<file path="config.mk">
export PLATFORM = sky130hd
export DESIGN_NAME = fp_round_pack
export DESIGN_NICKNAME = d
export VERILOG_FILES = /design/src/rtl/fp_pkg.sv /design/src/rtl/rne_rounder.sv /design/src/rtl/fp_round_pack.sv
export SDC_FILE = /design/constraint.sdc
export NUM_CORES = 1
export LEC_CHECK = 0
export BUFFER_PORTS_ARGS = -buffer_cell sky130_fd_sc_hd__buf_2
export CAP_MARGIN = 20
export CORE_MARGIN = 2
export CORE_UTILIZATION = 41
export DETAILED_ROUTE_END_ITERATION = 12
export GPL_TIMING_DRIVEN = 0
export PLACE_DENSITY = 0.66
export SYNTH_ARGS = -nofsm -noshare
export SYNTH_HDL_FRONTEND = slang
export SYNTH_SLANG_ARGS = --single-unit
</file>
<file path="constraint.sdc">
create_clock -name CLOCK -period 4.1 [get_ports CLOCK]
set_input_delay 1.23 -clock CLOCK [delete_from_list [all_inputs] [get_ports CLOCK]]
set_output_delay 1.23 -clock CLOCK [all_outputs]
set_load 0.005 [all_outputs]
</file>
<file path="src/rtl/fp_pkg.sv">
// Shared FP result-stage definitions: FSM states, bias, NaN/Inf encodings, exception codes.
// Latency: n/a (package only).
// Backpressure: n/a (package only).
package fp_pkg;

  typedef enum logic [1:0] {
    IDLE  = 2'd0,
    SHIFT = 2'd1,
    ROUND = 2'd2,
    HOLD  = 2'd3
  } state_t;

  localparam int          BIAS      = 127;
  localparam logic [31:0] NAN_CONST = 32'h7FFF_FFFF;
  localparam logic [7:0]  INF_EXP   = 8'hFF;

  // Exception codes, also used by fpdiv
  localparam logic [1:0] EXC_NONE  = 2'b00;
  localparam logic [1:0] EXC_UNDER = 2'b01;
  localparam logic [1:0] EXC_OVER  = 2'b10;
  localparam logic [1:0] EXC_NAN   = 2'b11;

endpackage

</file>
<file path="src/rtl/rne_rounder.sv">
// Round-to-nearest-even on a 1.23+GRS mantissa, with carry renormalization and field select.
// Latency: combinational.
// Backpressure: none; pure function of its inputs.
module rne_rounder (
  input  logic               [26:0] mant,
  input  logic                      sticky,
  input  logic signed        [10:0] be,
  output logic               [23:0] m24,
  output logic               [10:0] field,
  output logic                      inexact
);

  logic               lsb;
  logic               g;
  logic               rs;
  logic               up;
  logic        [24:0] sum;
  logic signed [10:0] e_adj;

  // Round, renormalize on carry-out, then pick the biased exponent field
  always_comb begin
    lsb     = mant[3];
    g       = mant[2];
    rs      = mant[1] | mant[0] | sticky;
    up      = g & (rs | lsb);
    inexact = g | rs;
    sum     = {1'b0, mant[26:3]} + {24'd0, up};
    if (sum[24]) begin
      m24   = sum[24:1];
      e_adj = be + 11'sd1;
    end else begin
      m24   = sum[23:0];
      e_adj = be;
    end
    // A denormal that rounds up into the hidden bit becomes the smallest normal
    if (!m24[23])
      field = 11'd0;
    else if (e_adj == 11'sd0)
      field = 11'd1;
    else
      field = e_adj;
  end

endmodule

</file>
<file path="src/rtl/fp_round_pack.sv">
// Single-precision output stage: denormal align (1 bit/cycle), RNE round, pack, exception code.
// Latency: out_valid 2 edges after accept (accept edge counted), plus one edge per denormal shift.
// Backpressure: result held until out_ready; in_ready only in IDLE, so one op in flight.
module fp_round_pack
  import fp_pkg::*;
#(
  parameter int BIAS      = fp_pkg::BIAS,
  parameter int MAX_SHIFT = 25
) (
  input  logic        CLOCK,
  input  logic        RESET,
  input  logic        in_valid,
  output logic        in_ready,
  input  logic        in_sign,
  input  logic [26:0] in_mant,
  input  logic [9:0]  in_exp,
  input  logic        in_nan,
  output logic        out_valid,
  input  logic        out_ready,
  output logic [31:0] RESULT,
  output logic [1:0]  EXCEPTION,
  output logic        inexact
);

  state_t             state_q;
  state_t             state_d;
  logic               sign_q;
  logic               nan_q;
  logic               sticky_q;
  logic        [26:0] mant_q;
  logic signed [10:0] be_q;
  logic        [10:0] cnt_q;

  logic signed [10:0] be_in;
  logic        [10:0] cnt_in;
  logic               take_direct;
  logic               take_flush;

  logic        [23:0] rnd_m24;
  logic        [10:0] rnd_field;
  logic               rnd_inexact;

  // 11-bit signed biased exponent never wraps over the full in_exp range
  assign be_in       = {in_exp[9], in_exp} + 11'(BIAS);
  assign cnt_in      = 11'd1 - be_in;
  assign take_direct = in_nan | (be_in > 11'sd0);
  assign take_flush  = !take_direct && (cnt_in > 11'(MAX_SHIFT));

  rne_rounder u_rnd (
    .mant    (mant_q),
    .sticky  (sticky_q),
    .be      (be_q),
    .m24     (rnd_m24),
    .field   (rnd_field),
    .inexact (rnd_inexact)
  );

  // State register
  always_ff @(posedge CLOCK or posedge RESET) begin
    if (RESET) state_q <= IDLE;
    else       state_q <= state_d;
  end

  // Next-state decode and input handshake
  always_comb begin
    state_d  = state_q;
    in_ready = 1'b0;
    case (state_q)
      IDLE: begin
        in_ready = 1'b1;
        if (in_valid)
          state_d = (take_direct || take_flush) ? ROUND : SHIFT;
      end
      SHIFT: if (cnt_q == 11'd1) state_d = ROUND;
      ROUND: state_d = HOLD;
      HOLD:  if (out_ready) state_d = IDLE;
      default: state_d = IDLE;
    endcase
  end

  // Operand capture, denormal alignment and registered packed result
  always_ff @(posedge CLOCK or posedge RESET) begin
    if (RESET) begin
      sign_q    <= 1'b0;
      nan_q     <= 1'b0;
      sticky_q  <= 1'b0;
      mant_q    <= 27'd0;
      be_q      <= 11'sd0;
      cnt_q     <= 11'd0;
      out_valid <= 1'b0;
      RESULT    <= 32'd0;
      EXCEPTION <= EXC_NONE;
      inexact   <= 1'b0;
    end else begin
      case (state_q)
        IDLE: if (in_valid) begin
          sign_q   <= in_sign;
          nan_q    <= in_nan;
          sticky_q <= 1'b0;
          cnt_q    <= 11'd0;
          if (take_direct) begin
            mant_q <= in_mant;
            be_q   <= be_in;
          end else if (take_flush) begin
            mant_q   <= 27'd0;
            sticky_q <= |in_mant;
            be_q     <= 11'sd0;
          end else begin
            mant_q <= in_mant;
            be_q   <= 11'sd0;
            cnt_q  <= cnt_in;
          end
        end
        SHIFT: begin
          mant_q   <= mant_q >> 1;
          sticky_q <= sticky_q | mant_q[0];
          cnt_q    <= cnt_q - 11'd1;
        end
        ROUND: begin
          out_valid <= 1'b1;
          inexact   <= rnd_inexact;
          if (nan_q) begin
            RESULT    <= NAN_CONST;
            EXCEPTION <= EXC_NAN;
          end else if (rnd_field >= 11'd255) begin
            RESULT    <= {sign_q, INF_EXP, 23'd0};
            EXCEPTION <= EXC_OVER;
            inexact   <= 1'b1;
          end else if (!rnd_m24[23] && rnd_inexact) begin
            RESULT    <= {sign_q, 8'h00, rnd_m24[22:0]};
            EXCEPTION <= EXC_UNDER;
          end else begin
            RESULT    <= {sign_q, rnd_field[7:0], rnd_m24[22:0]};
            EXCEPTION <= EXC_NONE;
          end
        end
        HOLD: if (out_ready) out_valid <= 1'b0;
        default: ;
      endcase
    end
  end

endmodule

</file>
==> results by group, run 1 <==
Clocking
  • Worst-Skew Late Latency: 0.36 ns
  • Reg clk slew, reported paths: 0.06 ns
  • Max clock buf depth: 2
  • CTS tree: done
  • CTS sink count: 90
  • Cts bufs inserted: 9
  • H-tree depth: 3
  • Setup bufs post-CTS: 0
  • Root Buffer: clkbuf_16

Detailed routing
  • Wirelength per Cell: 16.5 um
  • Post-route ant nets: 0
  • DRT Wirelength: 16.0 mm
  • 1st-iter DRT viols: 482
  • Drt drc: 0
  • Routed vias: 5504
  • DRT Pass-1 Iters: 5
  • Vias/cell: 5.67

Layout
  • Multi-input gate area: 3280 um2
  • Area Overhead vs Synth: 16.2%
  • Layout cell share with drive strength beyond 1: 0.157
  • Layout Utilization: 0.487
  • Fin nets: 840
  • Fill count: 1371
  • Register area: 2250 um2
  • Antenna cell count: 0
  • Design area: 6730 um2

Worst setup path
  • FF-to-FF path depth: 10
  • CP Max Fanout: 10
  • Reg2reg start: mant_q[2]$_DFFE_PP0P_
  • Setup CP Type: in -> reg
  • Crit path depth: 14
  • Crit start category: primary input
  • Worst-path cell chain: buf_2, inv_1, ha_1, buf_2, xnor2_2, ha_2, nand2_1, mux2_2, nor3_1, o22ai_1, a21o_1, a31oi_4, clkbuf_2, o21ai_0
  • Top cell by count, worst path: buf_2
  • R2R Path End: RESULT[23]$_DFFE_PP0P_
  • CP Data Required Time: 4.32 ns
  • Worst R2R Setup Slack: 0.59 ns
  • Delay-heaviest family, CP: compound AO/OA/AOI/OAI gates
  • Buf/Inv on CP: 4
  • Critical path arrival: 4.06 ns
  • Slowest stage cell on the critical path: ha_2
  • Largest stage delay, worst path: 0.33 ns
  • Worst setup EP type: flip-flop

Synth
  • Unique masters post-synth: 71
  • Post-Syn Area: 5790 um2
  • Mapped Cells: 699
  • Share of Yosys cell area claimed by the top area cell type: 0.389
  • Synth area leaders: dfrtp_1 39%, nand2_1 6.0%, o21ai_0 4.5%, a21oi_1 3.8%, nor2_1 3.5%
  • Post-synthesis net count: 754
  • Synth warn: 0
  • Post-synth EDFFs: 0
  • Post-synthesis async set-or-reset flop share: 1.00
  • Synth Flop Type: dfrtp_1
  • Syn Area/Cell: 8.29 um2
  • Seq/Total Area, Yosys: 0.389
  • Area leader, netlist: dfrtp_1
  • FF+latch count, synth: 90

Timing
  • Post-layout worst setup margin: 0.265 ns
  • Max transition margin: 0.326
  • Final Max Slew Viols: 0
  • Post-layout min period: 3.84 ns
  • Unrepaired setup endpoints after global routing: no
  • Fmax: 261 MHz
  • Final hold violations: 0
  • Slew @ Worst Pin: 1.00 ns
  • Finish-stage setup viols: 0
  • Clk_skew: 0.0117 ns
  • Final period util: 0.935

Hold path
  • HP Start: RESULT[3]$_DFFE_PP0P_
  • Worst hold stages: 2
  • Hold WC Path Type: reg -> reg
  • Hold path endpoint: RESULT[3]$_DFFE_PP0P_

Power
  • Power per cell area: 685 nW/um2
  • P_leak: 2.88 nW
  • Peak VDD IR: 0.294 mV

Floorplan
  • Die X: 123 um
  • Area of the die: 15100 um2
  • FP Rows: 43
  • Die Y: 123 um
  • Ports: 80
  • Total core area: 13800 um2
  • Initial Util: 0.419

Placed design
  • Port Buf Inserts: 76
  • Post-DP HPWL: 12.0 mm
  • Dpl ws: -1.01 ns
  • GP Congestion: 0.855
  • Area after DPL: 6430 um2

Global route
  • All-layer global routing usage: 0.220
  • Initial antenna violation count: 0
  • Vias in the first global route: 4980
  • Global-route wire length before repair: 25.7 mm
  • GR Overflow Total: 0
  • Largest net degree at the start of global routing: 70

Flow run
  • Max Cap Viol: 0

Run status
  • Status: finished clean
cells by family after synthesis:
| logic type | synth area share |
|---|---|
| muxes | 0.0110 |
| AOI/OAI and AO/OA | 0.197 |
| DFF | 0.389 |
| adders and majority gates | 0.0259 |
| buffers and inverters | 0.0475 |
| and+or+nand+nor | 0.267 |
| xor gates and xnor gates | 0.0635 |
worst min-delay path: cells and delay by family (launching register included):
family | cells | cell delay (ns)
AO/OA/AOI/OAI | 2 | 0.14
flip-flops | 1 | 0.34
report_power, final:
| group | leakage, nW | switching [mW] | total (mW) | internal, mW |
|---|---|---|---|---|
| clock | 0.142 | 0.349 | 0.817 | 0.468 |
| combinational | 1.63 | 1.26 | 2.10 | 0.842 |
| sequential | 1.11 | 0.394 | 1.69 | 1.30 |
| total | 2.88 | 2.00 | 4.61 | 2.61 |
layout make-up:
cell class | count | share of cell area
plain buffers | 45 | 0.0285
inverters | 21 | 0.0121
repair buffers | 77 | 0.0606
flip-flops and latches | 90 | 0.335
clock inverters | 6 | 0.00855
well taps | 180 | 0.0335
clock buffers | 10 | 0.0340
multi-input cells | 541 | 0.488
worst max path at each step:
stage                     slack (ns)      start                     to
after floorplan               0.0004  in_exp[0]  mant_q[0]$_DFFE_PP0P_
after global placement         -0.94  in_exp[0]  mant_q[5]$_DFFE_PP0P_
after detailed placement       -1.01  in_exp[0]  mant_q[8]$_DFFE_PP0P_
after CTS                      0.008  in_exp[0]  mant_q[3]$_DFFE_PP0P_
after global routing            0.04  in_exp[0]  mant_q[4]$_DFFE_PP0P_
final                           0.26  in_exp[0]  mant_q[8]$_DFFE_PP0P_
cell usage in the layout (no fill, tap or decap), types with 20 or more instances in the layout:
cell / netlist / routed
o21ai_0: 52 / 52
nor2_1: 54 / 54
dfrtp_1: 90 / 90
buf_2: 4 / 80
and3_1: 30 / 30
nand3_1: 26 / 26
a21oi_1: 44 / 44
xnor2_1: 22 / 21
xor2_1: 20 / 20
inv_1: 21 / 20
clkbuf_1: 40 / 38
nor3_1: 27 / 27
nand2_1: 92 / 92
stage by stage:
stage | total power [mW] | TNS, ns | hold WS (ns) | instances
4_1_cts | 4.62 | 0 | 0.503 | 971
6_report | 4.61 | 0 | 0.501 | 970
3_5_place_dp | 3.79 | -26.61 | 0.489 | 956
3_3_place_gp | 3.73 | -81.73 | 0.490 | 955
2_1_floorplan | 3.05 | 0 | 0.460 | 699
5_1_grt | 4.98 | 0 | 0.539 | 970
sequential cells by signal (all words and copies together) (netlist names):
signal     count
EXCEPTION      2
cnt_q         11
RESULT        32
sign_q         1
inexact        1
mant_q        27
state_q        2
out_valid      1
sticky_q       1
be_q          11
nan_q          1
cells in the mapped netlist (3+ instances only):
cell type / instances
nand2_1: 92
dfrtp_1: 90
nor2_1: 54
o21ai_0: 52
a21oi_1: 44
clkbuf_1: 40
and3_1: 30
nor3_1: 27
nand3_1: 26
xnor2_1: 22
inv_1: 21
xor2_1: 20
o22ai_1: 15
a31oi_1: 14
nor4_1: 14
nand4_1: 13
ha_1: 12
o31ai_1: 12
or3_1: 10
nand2b_1: 9
a31o_2: 4
buf_2: 4
nand3b_1: 4
o221ai_1: 4
and2_1: 3
mux2_2: 3
mux2i_1: 3
routing by layer:
metal | wire (um) | track usage | share of wire | up-vias
met1 | 7580 | 0.312 | 0.47 | 2635
met2 | 7370 | 0.342 | 0.46 | 151
met4 | 208 | 0.0568 | 0.013 | 0
li1 | - | - | - | 2702
met3 | 875 | 0.0441 | 0.055 | 16
met5 | 0 | 0 | 0 | -
repair_timing:
item	in CTS	in global routing
resized for setup	3	3
endpoints found under the setup margin	32	20
hold buffers	0	0
pin swaps	0	1
No activity file was read; power rests on OpenSTA's default activity.
==> inputs of run 2 (changes only) <==
CELL_PAD_IN_SITES_DETAIL_PLACEMENT = 1   (was unset)
CELL_PAD_IN_SITES_GLOBAL_PLACEMENT = 2   (was unset)
CORE_UTILIZATION = 35   (was 41)
PLACE_DENSITY = 0.88   (was 0.66)
SYNTH_HIERARCHICAL = 1   (was unset)
==> results by group, run 2 <==
Clocking
  • H-tree depth: 3
  • CTS tree: done
  • Setup bufs post-CTS: 0
  • Worst-Skew Late Latency: 0.36 ns
  • Root Buffer: clkbuf_16
  • Hold buffers post-CTS: 0
  • Cts bufs inserted: 9
  • Max clock buf depth: 2
  • Reg clk slew, reported paths: 0.07 ns
  • # resized after CTS: 0
  • CTS sink count: 90

Worst setup path
  • Worst R2R Setup Slack: 0.39 ns
  • Worst-path cell chain: buf_2, buf_6, inv_1, ha_1, nor3b_2, xnor2_1, nand3_1, or3_1, a211o_1, a21o_4, buf_6, a31oi_1
  • Worst setup path startpoint: in_exp[0]
  • FF-to-FF path depth: 15
  • Delay-heaviest family, CP: simple AND/OR/NAND/NOR gates
  • Critical path arrival: 4.12 ns
  • CP Max Fanout: 10
  • CP Data Required Time: 4.37 ns
  • Setup CP Type: in -> reg
  • Crit start category: primary input
  • Top cell by count, worst path: buf_6
  • Buf/Inv on CP: 4
  • Largest stage delay, worst path: 0.54 ns
  • Reg2reg start: mant_q[2]$_DFFE_PP0P_
  • Worst setup EP type: flip-flop
  • R2R Path End: RESULT[0]$_DFFE_PP0P_
  • Slowest stage cell on the critical path: nor3b_2

Hold path
  • Hold WC Path Type: reg -> reg
  • Hold path endpoint: be_q[4]$_DFFE_PP0P_
  • HP Start: be_q[4]$_DFFE_PP0P_
  • Worst hold stages: 2

Layout
  • Max reg flops: 32
  • Commonest non-fill, non-tap cell in the layout: a21oi_1
  • Non-Filler Instances: 1063
  • Top flop regs: RESULT (32), mant_q (27)
  • Register area: 2250 um2
  • Layout Utilization: 0.420
  • Top reg by flops: RESULT
  • Design area: 7010 um2
  • Fin nets: 893
  • Fill count: 2088
  • Most frequent cells in the layout: 101 x a21oi_1, 90 x dfrtp_1, 83 x nor2_1, 80 x buf_2, 74 x nand2_1
  • Layout cell share with drive strength beyond 1: 0.140
  • Area Overhead vs Synth: 16.7%
  • Antenna cell count: 0
  • Multi-input gate area: 3460 um2

Floorplan
  • Area of the die: 18200 um2
  • Initial Util: 0.359
  • Ports: 80
  • Die X: 135 um
  • FP Rows: 47
  • Die Y: 135 um
  • Total core area: 16700 um2

Power
  • Peak VDD IR: 0.270 mV
  • Total power: 4.74 mW
  • P_leak: 3.01 nW
  • Power per cell area: 676 nW/um2

Placed design
  • Dpl ws: -0.313 ns
  • GP Congestion: 0.943
  • Port Buf Inserts: 76
  • Placed Cells: 1047
  • Post-DP HPWL: 14.5 mm
  • Area after DPL: 6690 um2

Synth
  • FF+latch count, synth: 90
  • Syn Area/Cell: 8.02 um2
  • Share of Yosys cell area claimed by the top area cell type: 0.375
  • Seq/Total Area, Yosys: 0.375
  • Most common cell in the netlist: a21oi_1
  • Post-synthesis async set-or-reset flop share: 1.00
  • Post-synth EDFFs: 0
  • Synth top cells by count: 101 x a21oi_1, 90 x dfrtp_1, 83 x nor2_1
  • Unique masters post-synth: 64
  • Post-synthesis net count: 804
  • Synth area leaders: dfrtp_1 38%, a21oi_1 8.4%, nor2_1 5.2%, nand2_1 4.6%, a21boi_0 3.4%
  • Synth warn: 6
  • Mapped Cells: 749
  • Post-Syn Area: 6000 um2
  • Synth Flop Type: dfrtp_1
  • Area leader, netlist: dfrtp_1

Timing
  • Max transition margin: 0.419
  • Min Hold Slack: 0.498 ns
  • Final TNS setup: 0 ns
  • Post-layout min period: 3.85 ns
  • Finish-stage setup viols: 0
  • Final hold violations: 0
  • Final Max Slew Viols: 0
  • Post-layout worst setup margin: 0.250 ns
  • Slew @ Worst Pin: 0.864 ns
  • Unrepaired setup endpoints after global routing: no
  • Clk_skew: 0.00837 ns
  • Final period util: 0.939
  • Fmax: 260 MHz

Detailed routing
  • Post-route ant nets: 0
  • 1st-iter DRT viols: 276
  • Wirelength per Cell: 17.9 um
  • Routed vias: 5912
  • Drt drc: 0
  • Vias/cell: 5.56
  • DRT Pass-1 Iters: 4
  • DRT Wirelength: 19.0 mm

Global route
  • Vias in the first global route: 6059
  • GR Overflow Total: 0
  • Global-route wire length before repair: 31.4 mm
  • Initial antenna violation count: 0
  • Largest net degree at the start of global routing: 59
  • All-layer global routing usage: 0.215

Flow run
  • Max Cap Viol: 0

Run status
  • Status: finished clean
run 2: per-layer routing:
| metal | wire length [um] | vias to the layer above | share of wire | track usage |
|---|---|---|---|---|
| li1 | - | 2895 | - | - |
| met1 | 8750 | 2888 | 0.46 | 0.282 |
| met3 | 570 | 26 | 0.030 | 0.0285 |
| met5 | 0 | - | 0 | 0 |
| met2 | 9360 | 103 | 0.49 | 0.371 |
| met4 | 343 | 0 | 0.018 | 0.0625 |
run 2: how the worst max path moves through the flow:
stage | end | slack [ns] | cells past startpoint
6_report | mant_q[9]$_DFFE_PP0P_ | 0.25 | 12
5_1_grt | mant_q[9]$_DFFE_PP0P_ | 0.01 | 12
4_1_cts | sticky_q$_DFFE_PP0P_ | 0.06 | 11
3_5_place_dp | sticky_q$_DFFE_PP0P_ | -0.31 | 11
3_3_place_gp | be_q[6]$_DFFE_PP0P_ | -0.57 | 2
2_1_floorplan | state_q[0]$_DFFE_PP0P_ | 0.41 | 11
run 2: area by class of cell:
class / instances / share of cell area
sequential: 90 / 0.321
inverter: 19 / 0.0105
tap: 220 / 0.0393
multi-input combinational: 589 / 0.494
clock inverter: 5 / 0.00893
clock buffer: 11 / 0.0346
timing repair buffer: 78 / 0.0589
buffer: 51 / 0.0325
run 2: report_power, final:
part / internal [mW] / switching (mW) / leakage [nW]
logic: 0.837 / 1.34 / 1.76
registers: 1.28 / 0.408 / 1.11
clock network: 0.493 / 0.378 / 0.142
total: 2.61 / 2.13 / 3.01
run 2: logic make-up (layout without fill, tap and decap cells):
kind of cell    after synthesis  in the layout  synth area share
compound gates              241            241             0.243
xor+xnor                     35             35            0.0511
fa+ha+maj                    12             12            0.0250
buf+inv                      70            164            0.0494
flops                        90             90             0.375
mux                           5              5           0.00875
simple gates                296            296             0.247
run 2: worst register-to-register path, delay by kind of cell (launching register included):
kind | cells | cell delay [ns]
and+or+nand+nor | 8 | 1.69
AOI/OAI and AO/OA | 4 | 0.82
buffers and inverters | 2 | 0.36
DFF | 1 | 0.50
adders and majority gates | 1 | 0.20
==> inputs of run 3 (changes only) <==
REMOVE_ABC_BUFFERS = 1   (was unset)
==> results by group, run 3 (synthesized netlist as in run 2, its figures left out) <==
Run status
  • Status: finished clean

Worst setup path
  • CP Data Required Time: 4.31 ns
  • Largest stage delay, worst path: 0.59 ns
  • Delay-heaviest family, CP: simple AND/OR/NAND/NOR gates
  • Critical path arrival: 4.04 ns
  • CP Max Fanout: 13
  • Slowest stage cell on the critical path: or4_1
  • Crit start category: flip-flop
  • Buf/Inv on CP: 2
  • Setup CP Type: reg -> reg
  • Worst-path cell chain: and2_1, ha_1, nand3_1, nor4_4, nand2_2, or4_1, a211o_1, a21oi_2, nand4_1, nor2_1, nor4_2, buf_4, buf_4, a21oi_1, a21oi_1
  • Worst setup EP type: flip-flop

Layout
  • Area Overhead vs Synth: 16.2%
  • Layout Utilization: 0.418
  • Top flop regs: RESULT (32), mant_q (27)
  • Most frequent cells in the layout: 101 x a21oi_1, 90 x dfrtp_1, 82 x nor2_1, 79 x buf_2, 74 x nand2_1
  • Design area: 6980 um2
  • Max reg flops: 32
  • Fin nets: 854
  • Layout cell share with drive strength beyond 1: 0.157
  • Antenna cell count: 0
  • Fill count: 2057
  • Commonest non-fill, non-tap cell in the layout: a21oi_1
  • Top reg by flops: RESULT

Placed design
  • Dpl ws: -0.184 ns
  • Post-DP HPWL: 13.3 mm
  • GP Congestion: 0.872
  • Port Buf Inserts: 79
  • Area after DPL: 6610 um2

Flow run
  • Max Cap Viol: 0

Power
  • Peak VDD IR: 0.364 mV
  • Logic pwr share: 0.450
  • Switching part of the total power: 0.437
  • Clk pwr share: 0.185
  • P_leak: 3.02 nW
  • Reg power frac: 0.365
  • Power per cell area: 680 nW/um2
  • Sw power: 2.07 mW
  • Pint: 2.67 mW

Timing
  • Max transition margin: 0.321
  • Fmax: 261 MHz
  • Clk_skew: 0.00930 ns
  • Final period util: 0.934
  • Post-layout worst setup margin: 0.271 ns
  • Final hold violations: 0
  • Finish-stage setup viols: 0
  • Post-layout min period: 3.83 ns
  • Slew @ Worst Pin: 1.02 ns
  • Final Max Slew Viols: 0
  • Unrepaired setup endpoints after global routing: no

Clocking
  • Root Buffer: clkbuf_16
  • CTS tree: done
  • Reg clk slew, reported paths: 0.07 ns
  • Cts bufs inserted: 9
  • H-tree depth: 3
  • CTS sink count: 90
  • Worst-Skew Late Latency: 0.36 ns
  • Max clock buf depth: 2

Global route
  • GR Overflow Total: 0
  • Initial antenna violation count: 0
  • Largest net degree at the start of global routing: 54
  • Global-route wire length before repair: 30.2 mm
  • All-layer global routing usage: 0.208
  • Vias in the first global route: 5846

Floorplan
  • Die Y: 135 um
  • Initial Util: 0.359
  • Total core area: 16700 um2
  • Die X: 135 um
  • Ports: 80
  • Area of the die: 18200 um2
  • FP Rows: 47

Detailed routing
  • DRT Pass-1 Iters: 4
  • Drt drc: 0
  • Vias/cell: 5.65
  • Routed vias: 5777
  • 1st-iter DRT viols: 386
  • Wirelength per Cell: 18.3 um
  • DRT Wirelength: 18.7 mm
  • Post-route ant nets: 0

Hold path
  • Hold WC Path Type: reg -> reg
[run 3: metal layers]
layer	track usage	up-vias	share of wire
li1	-	2812	-
met1	0.279	2832	0.46
met2	0.343	113	0.48
met3	0.0368	20	0.047
met4	0.0660	0	0.015
met5	0	-	0
[run 3: timing repair]
item                                    4_1_cts  5_1_grt
endpoints found under the setup margin       12       23
buffers inserted                              0        2
hold buffers                                  0        0
pin swaps                                     0        2
cloned                                        0        1
resized for setup                             1        2
[run 3: layout make-up]
| cell class | instances | area, um2 | share of cell area |
|---|---|---|---|
| well taps | 220 | 275 | 0.0395 |
| flip-flops and latches | 90 | 2250 | 0.323 |
| repair buffers | 89 | 556 | 0.0796 |
| inverters | 19 | 73.8 | 0.0106 |
| clock buffers | 13 | 270 | 0.0387 |
| multi-input cells | 590 | 3510 | 0.504 |
| clock inverters | 2 | 35.0 | 0.00502 |
[run 3: per-stage QoR]
stage	power, mW	hold WS (ns)	instances	setup TNS [ns]
final	4.74	0.486	1023	0
after global routing	5.15	0.515	1023	0
after CTS	4.75	0.495	1019	0
after detailed placement	3.85	0.480	1004	-3.15
after global placement	3.65	0.468	997	-220.89
after floorplan	2.99	0.462	698	-20.93
[run 3: tightest hold or removal path, stage by stage, from the launching register on]
cell and delay, ns:
dfrtp_1 0.34, nor2_1 0.04, nor2_1 0.07
[run 3: path summary, 6_finish.rpt]
path                            slack (ns)                        to  cells after the start                startpoint
worst min-delay path                  0.49  EXCEPTION[1]$_DFFE_PP0P_                      2  EXCEPTION[1]$_DFFE_PP0P_
worst min register to register        0.49  EXCEPTION[1]$_DFFE_PP0P_                      2  EXCEPTION[1]$_DFFE_PP0P_
worst max-delay path                  0.27    RESULT[12]$_DFFE_PP0P_                     15     mant_q[2]$_DFFE_PP0P_
min in group asynchronous             0.92     RESULT[2]$_DFFE_PP0P_                      2                     RESET
max in group asynchronous             2.53     mant_q[9]$_DFFE_PP0P_                      3                     RESET
worst max register to register        0.27    RESULT[12]$_DFFE_PP0P_                     15     mant_q[2]$_DFFE_PP0P_
[run 3: power by group through the flow]
stage / registers [mW] / clock network [mW] / logic, mW
2_1_floorplan: 1.64 / 0 / 1.35
3_3_place_gp: 1.71 / 0 / 1.94
3_5_place_dp: 1.74 / 0 / 2.10
4_1_cts: 1.73 / 0.895 / 2.12
5_1_grt: 1.81 / 0.932 / 2.41
6_report: 1.73 / 0.877 / 2.13
